$ cat config.mk
export PLATFORM = sky130hd
export DESIGN_NAME = pipe_stage_buf
export DESIGN_NICKNAME = d
export VERILOG_FILES = /design/src/rtl/pipe_stage_buf.sv
export SDC_FILE = /design/constraint.sdc
export NUM_CORES = 1
export LEC_CHECK = 0
export BUFFER_PORTS_ARGS = -buffer_cell sky130_fd_sc_hd__buf_2
export CAP_MARGIN = 40
export CORE_MARGIN = 3
export CORE_UTILIZATION = 60
export CTS_BUF_LIST = sky130_fd_sc_hd__clkbuf_4 sky130_fd_sc_hd__clkbuf_8
export CTS_CLUSTER_DIAMETER = 40
export DETAILED_ROUTE_END_ITERATION = 7
export GPL_ROUTABILITY_DRIVEN = 0
export PLACE_DENSITY = 0.88
export SLEW_MARGIN = 20
export SYNTH_ARGS = -nofsm -noshare
export SYNTH_HDL_FRONTEND = slang
export SYNTH_SLANG_ARGS = --single-unit
$ cat constraint.sdc
create_clock -name clk -period 4.01 [get_ports clk]
set_input_delay 0.2005 -clock clk [delete_from_list [all_inputs] [get_ports clk]]
set_output_delay 0.2005 -clock clk [all_outputs]
set_load 0.1 [all_outputs]
$ cat src/rtl/pipe_stage_buf.sv
// Generic inter-stage pipeline buffer: valid/ready handshake with a 2-entry skid,
// synchronous flush, and control bits forced to zero whenever the head is not valid.
//
//   state    | meaning
//   ---------+-----------------------------------------------
//   ST_EMPTY | nothing buffered, outputs show a bubble
//   ST_ONE   | main register holds the head entry
//   ST_TWO   | main holds the head, skid holds the next entry
module pipe_stage_buf #(
  parameter int unsigned DATA_W = 64,
  parameter int unsigned CTRL_W = 4
) (
  input  logic              clk,
  input  logic              rst,
  input  logic              flush,
  input  logic              in_valid,
  output logic              in_ready,
  input  logic [CTRL_W-1:0] in_ctrl,
  input  logic [DATA_W-1:0] in_data,
  output logic              out_valid,
  input  logic              out_ready,
  output logic [CTRL_W-1:0] out_ctrl,
  output logic [DATA_W-1:0] out_data,
  output logic [1:0]        occupancy
);

  typedef enum logic [1:0] {
    ST_EMPTY = 2'd0,
    ST_ONE   = 2'd1,
    ST_TWO   = 2'd2
  } state_t;

  state_t            state_q, state_d;
  logic [DATA_W-1:0] main_data_q, main_data_d;
  logic [CTRL_W-1:0] main_ctrl_q, main_ctrl_d;
  logic [DATA_W-1:0] skid_data_q, skid_data_d;
  logic [CTRL_W-1:0] skid_ctrl_q, skid_ctrl_d;
  logic              accept;
  logic              consume;

  // Ready and valid come straight from the state register, so no path exists
  // from out_ready to in_ready.
  assign in_ready  = (state_q != ST_TWO);
  assign out_valid = (state_q != ST_EMPTY);
  assign out_ctrl  = out_valid ? main_ctrl_q : '0;
  assign out_data  = main_data_q;

  assign accept  = in_valid & in_ready;
  assign consume = out_valid & out_ready;

  always_comb begin
    occupancy = 2'd0;
    case (state_q)
      ST_ONE:  occupancy = 2'd1;
      ST_TWO:  occupancy = 2'd2;
      default: occupancy = 2'd0;
    endcase
  end

  always_comb begin
    state_d     = state_q;
    main_data_d = main_data_q;
    main_ctrl_d = main_ctrl_q;
    skid_data_d = skid_data_q;
    skid_ctrl_d = skid_ctrl_q;
    if (flush) begin
      // Data is left in place; only the control bits must not leak downstream.
      state_d     = ST_EMPTY;
      main_ctrl_d = '0;
      skid_ctrl_d = '0;
    end else begin
      case (state_q)
        ST_EMPTY: begin
          if (accept) begin
            main_data_d = in_data;
            main_ctrl_d = in_ctrl;
            state_d     = ST_ONE;
          end
        end
        ST_ONE: begin
          if (accept && consume) begin
            main_data_d = in_data;
            main_ctrl_d = in_ctrl;
          end else if (accept) begin
            skid_data_d = in_data;
            skid_ctrl_d = in_ctrl;
            state_d     = ST_TWO;
          end else if (consume) begin
            state_d = ST_EMPTY;
          end
        end
        ST_TWO: begin
          if (consume) begin
            main_data_d = skid_data_q;
            main_ctrl_d = skid_ctrl_q;
            state_d     = ST_ONE;
          end
        end
        default: state_d = ST_EMPTY;
      endcase
    end
  end

  always_ff @(posedge clk or negedge rst) begin
    if (!rst) begin
      state_q     <= ST_EMPTY;
      main_data_q <= '0;
      main_ctrl_q <= '0;
      skid_data_q <= '0;
      skid_ctrl_q <= '0;
    end else begin
      state_q     <= state_d;
      main_data_q <= main_data_d;
      main_ctrl_q <= main_ctrl_d;
      skid_data_q <= skid_data_d;
      skid_ctrl_q <= skid_ctrl_d;
    end
  end

endmodule

==> flow_summary.json <==
{
  "slew_headroom": 0.615,
  "numPortBuffers": 144,
  "hold_class": "in2reg",
  "start_util": 0.628,
  "die_w_um": 108,
  "finalSetupViolations": 0,
  "cp_max_fo": 32,
  "tns_ns": 0,
  "clk_path_buf_depth": 2,
  "synth_ff_type": "dfrtp_1",
  "cts_resized": 0,
  "seq_area_frac_synth": 0.555,
  "synthesis.nets": 496,
  "syn_to_final_growth_pct": 26.5,
  "hold_violations": 0,
  "drt_pass1_iterations": 5,
  "routed_wl_um": 13600,
  "crit_path_start_kind": "flip-flop",
  "syn-instance-count": 419,
  "io_pins": 145,
  "ctsHoldBuffers": 31,
  "nNetsFinal": 675,
  "clock-sinks": 138,
  "yosys_warnings": 0,
  "root_buffer": "clkbuf_8",
  "drc_errors": 0,
  "worstReg2RegStart": "state_q[0]",
  "synth.avg_cell_area_um2": 14.9,
  "drv_slew": 0,
  "hold_start": "in_data[58]",
  "status": "completed",
  "htree_levels": 4,
  "fin_skew_ns": 0.00936,
  "synth_edf_count": 0,
  "tightest_slew_ns": 0.577,
  "async_reset_ff_frac": 1.00,
  "fp.coreArea_um2": 9910,
  "cts_setup_buffers": 0,
  "ys_seq_elements": 138,
  "vias": 4098,
  "worstPathArrival_ns": 2.91,
  "layout_common_cells": "183 x mux2_2, 143 x buf_2, 138 x dfrtp_1",
  "grt_util_all_layers": 0.247,
  "grt_start_max_net_pins": 69,
  "grt_pass1_vias": 4325,
  "max-cap-violations": 0,
  "finalCriticalPeriod_ns": 2.60,
  "cts.clk_slew.worst_paths_ns": 0.07,
  "grt_pass1_wl_um": 22000,
  "min_to": "skid_data_q[58]",
  "synth_cell_type_count": 32,
  "hold_depth": 2,
  "required_ns": 4.32,
  "insertedDiodeCount": 0,
  "worst-setup-path-type": "reg2reg",
  "cts_tree": "done",
  "layout-drive-gt1-share": 0.610,
  "gr-total-overflow": 0,
  "wl_per_cell_um": 18.3,
  "dp_hpwl_um": 8820,
  "reg2reg_to": "out_data[15]",
  "antenna_found_initial": 0,
  "cts_buffers": 17,
  "period_share": 0.648,
  "rrSetupSlack_ns": 1.41,
  "layout_commonest_cell": "mux2_2",
  "initialDrtViolationCount": 157,
  "netlist_area_um2": 6220,
  "dieArea_um2": 11600,
  "grt_setup_unrepaired": "no",
  "routed_via_density": 5.51,
  "dieHeight_um": 108,
  "clk_latency_ns": 0.43,
  "clock.fmax_mhz": 385,
  "reg2reg_depth": 7,
  "num_rows": 36,
  "endpoint_kind": "flip-flop",
  "ant_nets": 0
}
-- kinds of logic after synthesis --
logic type / after synthesis / share of synthesized area
mux: 193 / 0.349
buf+inv: 28 / 0.0295
flops: 138 / 0.555
fa+ha+maj: 4 / 0.00804
simple gates: 34 / 0.0302
compound gates: 22 / 0.0283
-- layer usage --
| metal | track usage | wire length [µm] | vias up |
|---|---|---|---|
| met2 | 0.429 | 7130 | 119 |
| met5 | 0 | 0 | - |
| met1 | 0.300 | 5600 | 2081 |
| met4 | 0.0821 | 243 | 0 |
| li1 | - | - | 1871 |
| met3 | 0.0636 | 655 | 27 |
-- through the flow --
stage	util	hold slack (ns)	instance area, µm²	cells	setup slack, ns
2_1_floorplan	-	-0.0951	6220	419	0.967
3_3_place_gp	0.708	0.428	7020	679	1.53
3_5_place_dp	0.711	0.181	7040	680	1.45
4_1_cts	0.794	0.000529	7870	743	1.40
5_1_grt	0.795	0.00118	7880	744	1.21
6_report	0.795	0.0229	7880	744	1.41
-- cell usage after synthesis, types with 2 or more instances --
library cell	count	area, µm²
nor2_1	3	11.3
dfrtp_1	138	3450
o21ai_0	4	20.0
a221oi_1	4	35.0
nor2b_1	8	50.1
inv_1	5	18.8
mux2_2	183	2060
clkbuf_1	8	30.0
buf_4	7	52.6
nand3b_1	2	15.0
nand2_1	6	22.5
ha_1	4	50.1
nand2b_1	3	18.8
mux2_1	10	113
a21oi_1	4	20.0
buf_6	7	78.8
nor3_1	8	40.0
-- how the worst max path moves through the flow --
stage                          start            to  cells after the start
final                     state_q[0]  out_data[15]                      7
after detailed placement  state_q[0]  out_data[15]                      7
after global routing      state_q[0]  out_data[36]                      7
after global placement    state_q[0]  out_data[48]                      7
after floorplan           state_q[0]    state_q[1]                      7
after CTS                 state_q[0]  out_data[57]                      7
-- worst max-delay path, stage by stage, from the launching register on --
cell and delay [ns]:
dfrtp_1 0.40, inv_1 0.11, ha_1 0.33, nor2b_2 0.37, a2bb2oi_2 0.13, a211oi_4 0.27
buf_4 0.44, mux2_2 0.40
-- registers in the layout (all words and copies together) (netlist names) --
signal	count
out_data	64
skid_data_q	64
state_q	2
main_ctrl_q	4
skid_ctrl_q	4
-- final cells by class --
type / count / area, µm²
clock buffer: 20 / 269
clock inverter: 12 / 243
fill: 593 / 2030
inverter: 5 / 18.8
multi-input combinational: 253 / 2610
sequential: 138 / 3450
tap: 133 / 166
timing repair buffer: 183 / 1120
Power is left out: the tool's default activity adds up to more than one toggle a clock period on the data nets, which glitch-free logic cannot reach.
